`src/rtl/operand_stage.sv`:
```
// Decode-side operand stage: forwarding muxes, ID/EX register and load-use stall FSM.
// Optional build macro OPERAND_STALL_CNT_EN adds a 32-bit stall-cycle counter on stall_cnt.
module operand_stage #(
  parameter int WIDTH  = 64,
  parameter int CTRL_W = 8
) (
  input  logic              clk,
  input  logic              reset_n,
  input  logic              in_valid,
  input  logic [4:0]        Aa,
  input  logic [4:0]        Ab,
  input  logic [4:0]        Aw,
  input  logic              reg_write_in,
  input  logic              mem_read_in,
  input  logic [CTRL_W-1:0] ctrl_in,
  input  logic [WIDTH-1:0]  Da_rf,
  input  logic [WIDTH-1:0]  Db_rf,
  input  logic [WIDTH-1:0]  imm_in,
  input  logic [1:0]        DaSEL,
  input  logic [1:0]        DbSEL,
  input  logic [WIDTH-1:0]  alu_ex,
  input  logic [WIDTH-1:0]  res_mem,
  input  logic              flush,
  output logic              stall,
  output logic              valid_ex,
  output logic [WIDTH-1:0]  Da_ex,
  output logic [WIDTH-1:0]  Db_ex,
  output logic [WIDTH-1:0]  imm_ex,
  output logic [4:0]        Aw_ex,
  output logic              reg_write_ex,
  output logic              mem_read_ex,
  output logic [CTRL_W-1:0] ctrl_ex
`ifdef OPERAND_STALL_CNT_EN
  ,
  output logic [31:0]       stall_cnt
`endif
);

  typedef enum logic {
    S_RUN,
    S_STALL
  } state_t;

  typedef struct packed {
    logic              valid;
    logic              reg_write;
    logic              mem_read;
    logic [4:0]        aw;
    logic [CTRL_W-1:0] ctrl;
    logic [WIDTH-1:0]  da;
    logic [WIDTH-1:0]  db;
    logic [WIDTH-1:0]  imm;
  } idex_t;

  // X31 is never forwarded, so a bubble targeting it is inert downstream.
  localparam idex_t BUBBLE = '{
    valid:     1'b0,
    reg_write: 1'b0,
    mem_read:  1'b0,
    aw:        5'd31,
    ctrl:      '0,
    da:        '0,
    db:        '0,
    imm:       '0
  };

  state_t state_q, state_d;
  idex_t  idex_q, idex_d;
  idex_t  decode;
  logic [WIDTH-1:0] da_sel, db_sel;
  logic lu;
  logic stall_c;

  always_comb begin
    unique case (DaSEL)
      2'b00:   da_sel = alu_ex;
      2'b01:   da_sel = res_mem;
      default: da_sel = Da_rf;
    endcase
    unique case (DbSEL)
      2'b00:   db_sel = alu_ex;
      2'b01:   db_sel = res_mem;
      default: db_sel = Db_rf;
    endcase
  end

  always_comb begin
    decode = '{
      valid:     1'b1,
      reg_write: reg_write_in,
      mem_read:  mem_read_in,
      aw:        Aw,
      ctrl:      ctrl_in,
      da:        da_sel,
      db:        db_sel,
      imm:       imm_in
    };
  end

  // The Ab compare is applied even for formats that do not read Ab.
  assign lu = in_valid & idex_q.valid & idex_q.mem_read & (idex_q.aw != 5'd31) &
              ((Aa == idex_q.aw) | (Ab == idex_q.aw));

  always_comb begin
    // NOTE: every always_comb output gets a default first so no path leaves it unassigned (no latch).
    state_d = state_q;
    idex_d  = BUBBLE;
    stall_c = 1'b0;
    unique case (state_q)
      S_RUN: begin
        if (flush) begin
          idex_d = BUBBLE;
        end else if (lu) begin
          stall_c = 1'b1;
          state_d = S_STALL;
        end else begin
          idex_d = in_valid ? decode : BUBBLE;
        end
      end
      S_STALL: begin
        state_d = S_RUN;
        if (!flush) begin
          idex_d = in_valid ? decode : BUBBLE;
        end
      end
      default: state_d = S_RUN;
    endcase
  end

  assign stall = stall_c & reset_n;

  always_ff @(posedge clk) begin
    // NOTE: sequential state uses non-blocking assignments so all flops update from pre-edge values.
    if (!reset_n) begin
      state_q <= S_RUN;
      idex_q  <= BUBBLE;
    end else begin
      state_q <= state_d;
      idex_q  <= idex_d;
    end
  end

  assign valid_ex     = idex_q.valid;
  assign reg_write_ex = idex_q.reg_write;
  assign mem_read_ex  = idex_q.mem_read;
  assign Aw_ex        = idex_q.aw;
  assign ctrl_ex      = idex_q.ctrl;
  assign Da_ex        = idex_q.da;
  assign Db_ex        = idex_q.db;
  assign imm_ex       = idex_q.imm;

`ifdef OPERAND_STALL_CNT_EN
  logic [31:0] stall_cnt_q, stall_cnt_d;

  always_comb begin
    stall_cnt_d = stall ? stall_cnt_q + 32'd1 : stall_cnt_q;
  end

  always_ff @(posedge clk) begin
    if (!reset_n) stall_cnt_q <= '0;
    else          stall_cnt_q <= stall_cnt_d;
  end

  assign stall_cnt = stall_cnt_q;
`endif

endmodule

```
`config.mk`:
```
export PLATFORM = sky130hd
export DESIGN_NAME = operand_stage
export DESIGN_NICKNAME = d
export VERILOG_FILES = /design/src/rtl/operand_stage.sv
export SDC_FILE = /design/constraint.sdc
export NUM_CORES = 1
export LEC_CHECK = 0
export ABC_CLOCK_PERIOD_IN_PS = 2000
export BUFFER_PORTS_ARGS = -buffer_cell sky130_fd_sc_hd__buf_2
export CAP_MARGIN = 5
export CELL_PAD_IN_SITES_DETAIL_PLACEMENT = 0
export CELL_PAD_IN_SITES_GLOBAL_PLACEMENT = 1
export CORE_AREA = 2 2 220 222
export DETAILED_ROUTE_END_ITERATION = 12
export DIE_AREA = 0 0 222 224
export PLACE_DENSITY_LB_ADDON = 0.1
export SYNTH_ARGS = -nofsm -noshare
export SYNTH_HDL_FRONTEND = slang
export SYNTH_SLANG_ARGS = --single-unit
```
`constraint.sdc`:
```
create_clock -name clk -period 2 [get_ports clk]
set_clock_uncertainty 0.15 [all_clocks]
set_input_delay 0.1 -clock clk [delete_from_list [all_inputs] [get_ports clk]]
set_output_delay 0.1 -clock clk [all_outputs]
set_load 0.005 [all_outputs]
```
# Word-level counts from Yosys, hierarchy flattened

Index checks and enable logic that the tools add are counted.
W data, S select, Z words.

Register bits: 209
Bits of input ports: 353
Output and inout bits: 209
Word-level logic and storage cells: 34

Equal/unequal tests: 5
Multiplexer cells: 11
Bitwise operators: 7
Reduce and logical (&&, ||, !) cells: 2

Operators by type and width:

| cell                 | number |
|---|---|
| $mux W208            | 4 |
| $pmux W208 S2        | 1 |
| $pmux W64 S2         | 2 |
| $eq A5 B5 Y1         | 2 |
| $and A1 B1 Y1        | 5 |
| $ne A5 B5 Y1 const B | 1 |
| $eq A2 B1 Y1 const B | 2 |
| $logic_not A2 Y1     | 2 |
| $mux W1              | 3 |
| $pmux W1 S2          | 1 |
| $not A1 Y1           | 1 |
| $or A1 B1 Y1         | 1 |

# Longest topological paths before layout

Gate-level depths: netlist of the first run.

Depth in word-level cells: 8
Mapped depth: 7
Gate-level depth less buffers: 4

# Least setup slack after synthesis of the first run

OpenSTA, ideal clock, no wires.

Path type: register to register
Start point: register idex_q (netlist bit Aw_ex[4])
End point: register idex_q (netlist bit imm_ex[10])
Setup time: 116 ps
Arrival time: 1317 ps
Required time: 1734 ps
Path slack: 417 ps
Cell stages (with the launch flop): 7
Buffers on the path: 2
Clock period less this slack: 1583 ps
Path through: dfxtp_1 -> xnor2_1 -> nand3_1 -> o22a_1 -> buf_6 -> buf_6 -> o211a_1

Cells in the longest elaborated chain, start to end: 6
Elaborated cells on any way between the ends: 9
Those cells by class: eq/ne: 3; mux: 3; bitwise: 3

Ends and longest elaborated chain:

| element                                       | RTL line | text |
|---|---|---|
| start: declaration                            | 68       | `idex_t idex_q, idex_d;` |
| start signal: assignment                      | 139      | `idex_q <= idex_d;` |
| $ne A5 B5 Y1 or $eq A5 B5 Y1 (tied branches)  | 101, 102 |  |
| $and A1 B1 Y1 or $or A1 B1 Y1 (tied branches) | 101, 102 |  |
| $and A1 B1 Y1 (*)                             | 101      | `assign lu = in_valid & idex_q.valid & idex_q.mem_read & (idex_q.aw != 5'd31) &` |
| $mux W208 (*)                                 | 113      | `end else if (lu) begin` |
| $mux W208 (*)                                 | 111      | `if (flush) begin` |
| $pmux W208 S2 (*)                             | 109      | `unique case (state_q)` |

Every way passes the cells marked *; elsewhere a longest branch is shown, timed or not.
A chain may end at the register's enable or synchronous reset.

# Worst setup path after layout of the first run

Start point: register idex_q (netlist bit Aw_ex[3])
End point: output stall

Cells in the longest elaborated chain, start to end: 7
Elaborated cells on any way between the ends: 10
Those cells by class: eq/ne: 3; mux: 3; bitwise: 4

Ends and longest elaborated chain:

| element                                       | RTL line | text |
|---|---|---|
| $ne A5 B5 Y1 or $eq A5 B5 Y1 (tied branches)  | 101, 102 |  |
| $and A1 B1 Y1 or $or A1 B1 Y1 (tied branches) | 101, 102 |  |
| $and A1 B1 Y1 (*)                             | 101      |  |
| $mux W1 (*)                                   | 113      |  |
| $mux W1 (*)                                   | 111      |  |
| $mux W1 (*)                                   | 109      |  |
| $and A1 B1 Y1 (*)                             | 130      | `assign stall = stall_c & reset_n;` |
| end: declaration                              | 24       | `output logic stall,` |

Marked as above.

==> results.cfg, run 1 <==
[power]
vdd_ir_drop_max_mv = 0.5350
p_leak_nw = 8.974
cellPowerDensity_nw_per_um2 = 654.5

[drt]
vias = 10830
wirelength_mm = 46.38
drc = 0
firstDrtPassIters = 6
drt-initial-drc-count = 326
via_per_inst = 4.208
ant_nets = 0
drt-wirelength-per-cell_um = 18.03

[global_route]
grt_use_total = 0.1789
grt_pass1_wl_mm = 68.25
grt_pass1_vias = 11400
grt_overflow = 0
grt_max_degree = 76
grt_antenna_before_repair = 10

[yosys]
synth_cell_types = 23
syn_inst = 1065
yosysWarnings = 0
synth.avg_cell_area_um2 = 8.696
yosys.area.top_type = dfxtp_1
synth_top_area_share = 0.4518
synth-seq-area-share = 0.4518
yosys-top-cells-area = dfxtp_1 45%, mux2i_1 14%, nand2_1 10%
ys_seq_elements = 209
syn_nets = 1418
synthesis.area_um2 = 9261

[sta]
setup_viol = 1
setup_tns_ns = -0.03464
worstMarginPinSlew_ns = 0.5776
maxSlewHeadroom = 0.6039
fin_crit_ns = 2.035
min_period_over_period = 1.017
worst_slack_ns = -0.03464
hold_violations = 0
max_freq_mhz = 491.5
rsz0062_at_grt = true
final_max_slew_viol_count = 0

[floorplanning]
dieArea_um2 = 49730
design.core.area_um2 = 47350
die_y_um = 224
fp.dieW_um = 222
rows = 80
initial_core_util = 0.1956
ios = 562

[place]
port_buffers = 561
dpl.cell_count = 2169
gp_congestion = 0.7593
dpl.hpwl_mm = 33.00

[cells_and_area]
drive_above_1_share = 0.3489
regArea_um2 = 4207
stdcell_count = 2573
final_common_cell = buf_2
layout_common_cells = 556 x buf_2, 340 x dlygate4sd3_1, 257 x nand2_1
syn_to_final_growth_pct = 88.23
final_nets = 2286
fillCellCount = 5023
final_core_util = 0.3682
multi_input_area_um2 = 4611

[min_path]
hold_path.class = in2reg
hold_start = DaSEL[1]

[setup_path]
critPathRequiredTime_ns = 1.75
arrival_ns = 1.78
setup.worst_path.start = Aw_ex[3]$_SDFF_PN1_
timing.rr.start = Aw_ex[2]$_SDFF_PN1_
cp-start-kind = flip-flop
path_class = reg2out
worstSetupEndpointType = output port
crit_fanout = 4

[cts]
cts.clk_slew.worst_paths_ns = 0.06
htree_levels = 1
clk_root_buffer_cell = clkbuf_16
insertion_delay_ns = 0.55
tritoncts = yes
clock_path_buffers = 3
numCtsBuffers = 26
clock-sinks = 209

[flow_run]
cap_viol_max_count = 0

[status]
failed_checks = negative setup slack
status = complete, but fails checks
==> sequential cells by signal (all words and copies together), names as in the netlist <==
| name | cells |
|---|---|
| Db_ex | 64 |
| reg_write_ex | 1 |
| mem_read_ex | 1 |
| imm_ex | 64 |
| Aw_ex | 5 |
| state_q | 1 |
| valid_ex | 1 |
| Da_ex | 64 |
| ctrl_ex | 8 |
==> report_power, final <==
part,switching [mW],total (mW),internal (mW)
logic,0.879,2.10,1.22
registers,0.0356,4.31,4.28
clock network,1.96,5.00,3.03
==> final timing paths <==
kind | endpoint | slack [ns] | cells past startpoint
setup / recovery | stall | -0.03 | 6
hold / removal | Da_ex[49]$_SDFF_PN0_ | 0.05 | 6
setup reg to reg | imm_ex[33]$_SDFF_PN0_ | 0.06 | 7
hold reg to reg | Db_ex[55]$_SDFF_PN0_ | 0.93 | 4
==> layer usage <==
layer / share of wire / GRT usage / vias to the layer above
met5: 0.00086 / 0 / -
met4: 0.020 / 0.04752 / 6
met1: 0.40 / 0.1979 / 4971
li1: - / - / 5423
met3: 0.081 / 0.05916 / 62
met2: 0.50 / 0.3273 / 364
==> metrics by stage <==
stage          instance area [um2]  power [mW]  hold WS, ns  worst slack [ns]
6_report                     17430       11.41      0.04928          -0.03464
2_1_floorplan                 9261       5.058      0.04436            0.4165
3_5_place_dp                 12820       5.854       0.1420            0.1618
5_1_grt                      17430       11.95       0.1063           -0.1207
3_3_place_gp                 12820       5.859       0.1315            0.1697
4_1_cts                      17390       11.60      0.02427          -0.06250
==> critical path, stage by stage, from the launching register on <==
cell and delay (ns):
dfxtp_4 0.40, xnor2_2 0.13, nand2_2 0.10, o22ai_4 0.21, buf_12 0.13, and3_4 0.18
buf_6 0.09
==> synth_stat cells, drive strengths merged <==
cell	n
and2	1
nand4b	1
o211a	74
o22ai	1
clkbuf	27
a31oi	1
nor2b	1
and3	3
o22a	1
inv	1
mux2i	128
xnor2	10
nand2	259
a211o	5
a21oi	129
buf	84
dfxtp	209
o21ai	128
nand3	2
==> area by class of cell <==
cell class,count,area share
Clock buffer,35,0.04335
Inverter,1,0.0002153
Tap cell,615,0.04414
Sequential cell,209,0.2413
Multi-Input combinational cell,744,0.2645
Antenna cell,6,0.0008613
Timing Repair Buffer,951,0.3969
Clock inverter,12,0.008756
==> kinds of logic after synthesis <==
group | share of synthesized area
AO/OA/AOI/OAI | 0.2259
buffers and inverters | 0.06417
AND/OR/NAND/NOR | 0.1104
multiplexers | 0.1383
flip-flops | 0.4518
XOR/XNOR | 0.009456
==> repair_timing <==
| item | CTS | global route |
|---|---|---|
| pin swaps | 10 | 3 |
| gates cloned | 3 | 0 |
| endpoints found under the hold margin | 209 | 0 |
| setup endpoints to repair | 1 | 14 |
| buffers inserted | 8 | 0 |
| gates resized for setup | 24 | 5 |
| hold buffers | 340 | 0 |
(Power assumes the default switching activity.)
==> run 2, diff against run 1 <==
==> config.mk (replaced) <==
export PLATFORM = sky130hd
export DESIGN_NAME = operand_stage
export DESIGN_NICKNAME = d
export VERILOG_FILES = /design/src/rtl/operand_stage.sv
export SDC_FILE = /design/constraint.sdc
export NUM_CORES = 1
export LEC_CHECK = 0
export ABC_CLOCK_PERIOD_IN_PS = 2000
export BUFFER_PORTS_ARGS = -buffer_cell sky130_fd_sc_hd__buf_2
export CAP_MARGIN = 5
export CORE_AREA = 2 2 217 219
export DETAILED_ROUTE_END_ITERATION = 12
export DIE_AREA = 0 0 219 221
export SYNTH_ARGS = -nofsm -noshare
export SYNTH_HDL_FRONTEND = slang
export SYNTH_SLANG_ARGS = --single-unit
==> run 2 against run 1 <==
  * Sequential cell count did not move
  * First-iteration DRC count rose by 99%
  * Wire length fell by 3.1%
  * Non-clock buffer count fell by 7
  * Largest cell class unchanged
  * Worst hold slack got worse by 0.027 ns
  * Via count rose by 6.4%
  * Die area fell by 2.7%
  * Register-to-register slack got worse by 0.03 ns
  * The run still ends with negative setup slack left
  * Utilization rose by 0.74 points
  * Largest power group unchanged
  * Power barely moved
==> results.cfg, run 2 (synthesis results as in run 1) <==
[cells_and_area]
layout_common_cells = 556 x buf_2, 345 x dlygate4sd3_1, 258 x nand2_1
multi_input_area_um2 = 4597
syn_to_final_growth_pct = 86.80
drive_above_1_share = 0.3417
fillCellCount = 4504
regArea_um2 = 4200
final_nets = 2278
final_core_util = 0.3756
stdcell_count = 2556
final_common_cell = buf_2

[sta]
whs_ns = 0.02230
worstMarginPinSlew_ns = 0.4978
final_max_slew_viol_count = 0
setup_tns_ns = -0.04539
fin_crit_ns = 2.045
setup_viol = 1
rsz0062_at_grt = true
min_period_over_period = 1.023
max_freq_mhz = 488.9
worst_slack_ns = -0.04539
maxSlewHeadroom = 0.6586
hold_violations = 0

[global_route]
busiest_layer = met2
met1_usage = 0.1753
grt_use_total = 0.1737
grt_pass1_vias = 11830
grt_pass1_wl_mm = 65.23
grt_max_degree = 94
gr-usage-met3 = 0.04742
grt_antenna_before_repair = 13
grt_util_met2 = 0.3217
grt_overflow = 0

[floorplanning]
die_y_um = 221
initial_core_util = 0.2011
rows = 79
ios = 562
design.core.area_um2 = 46060
fp.dieW_um = 219
dieArea_um2 = 48400

[drt]
via_per_inst = 4.509
ant_nets = 0
drt-wirelength-per-cell_um = 17.59
wirelength_mm = 44.96
firstDrtPassIters = 5
vias = 11520
drc = 0
drt-initial-drc-count = 649

[setup_path]
cp-start-kind = flip-flop
crit_chain = xnor2_1, nand2_1, o22ai_4, buf_6, and3_4, buf_6
crit_slowest_cell = dfxtp_4
r2r-end = imm_ex[20]$_SDFF_PN0_
crit_buf_inv = 2
arrival_ns = 1.80
path_class = reg2out
crit_fanout = 4
crit_top_cell = buf_6
max_stage_delay_ns = 0.36
reg2reg_depth = 7
cpLargestDelayFamily = flip-flops
timing.rr.start = Aw_ex[0]$_SDFF_PN1_
worstSetupEndpointType = output port
critPathRequiredTime_ns = 1.75
r2r_setup_slack_ns = 0.03

[cts]
insertion_delay_ns = 0.53
clock_path_buffers = 3
numCtsBuffers = 25
clk_root_buffer_cell = clkbuf_16
htree_levels = 1
clock-sinks = 209
cts.clk_slew.worst_paths_ns = 0.06
tritoncts = yes

[min_path]
hold_path.class = in2reg
hold_depth = 5
min_to = Db_ex[37]$_SDFF_PN0_
hold_start = alu_ex[37]

[place]
port_buffers = 561
dpl.hpwl_mm = 31.12
dpl.cell_count = 2153
gp_congestion = 0.9033

[power]
p_leak_nw = 8.875
cellPowerDensity_nw_per_um2 = 659.5
vdd_ir_drop_max_mv = 0.5275

[status]
failed_checks = negative setup slack
status = complete, but fails checks

[flow_run]
cap_viol_max_count = 0
## run 2: changes by cell type in the layout (fill, tap and decap cells not counted), sizes merged
cell / previous run / this run
clkbuf: 35 / 34
inv: 2 / 1
buf: 608 / 598
bufinv: 3 / 5
clkinvlp: 4 / 3
dlygate4sd3: 340 / 345
bufbuf: 3 / 0
## run 2: timing repair
| item | CTS | global route |
|---|---|---|
| pin swaps | 6 | 15 |
| hold buffers | 347 | 0 |
| hold endpoints to repair | 209 | 0 |
| endpoints found under the setup margin | 1 | 44 |
| buffers inserted | 4 | 2 |
| gates cloned | 0 | 1 |
| gates resized for setup | 20 | 10 |
## run 2: area by class of cell
class,count,share of cell area
Sequential cell,209,0.2428
Clock buffer,33,0.04079
Clock inverter,12,0.01157
Tap cell,607,0.04390
Inverter,1,0.0002170
Multi-Input combinational cell,744,0.2657
Antenna cell,6,0.0008679
Timing Repair Buffer,944,0.3942
## run 2: per-stage QoR
step	setup WS, ns	power, mW	area [um2]
final	-0.04539	11.41	17300
after detailed placement	0.1030	5.823	12730
after floorplan	0.4165	5.058	9261
after global placement	0.1472	5.803	12730
after global routing	-0.1062	11.88	17300
after CTS	-0.07795	11.51	17220
## run 2: power breakdown
group / internal (mW) / switching [mW] / total (mW)
Clock: 3.12 / 1.86 / 4.98
Sequential: 4.28 / 0.0385 / 4.32
Combinational: 1.21 / 0.903 / 2.11
Total: 8.61 / 2.80 / 11.4
## run 2: worst max-delay path by stage
stage	slack (ns)	cells after the start	end	start
finish	-0.05	6	stall	Aw_ex[1]$_SDFF_PN1_
global route	-0.11	6	stall	Aw_ex[0]$_SDFF_PN1_
CTS	-0.08	6	stall	Aw_ex[0]$_SDFF_PN1_
detailed placement	0.10	6	Da_ex[56]$_SDFF_PN0_	Aw_ex[4]$_SDFF_PN1_
global placement	0.15	6	Da_ex[55]$_SDFF_PN0_	Aw_ex[4]$_SDFF_PN1_
floorplan	0.42	6	imm_ex[10]$_SDFF_PN0_	Aw_ex[4]$_SDFF_PN1_
## run 2: worst min-delay path: stages
cell	delay [ns]
buf_2	0.09
mux2i_1	0.11
o21ai_0	0.21
nand2_1	0.06
a21oi_1	0.10
## run 2: routing by layer
metal,share of wire,vias to the layer above,wire (um)
met1,0.35,5357,15960
met4,0.051,12,2287
met5,0.0015,-,68
met3,0.089,127,4024
li1,-,5412,-
met2,0.50,616,22630
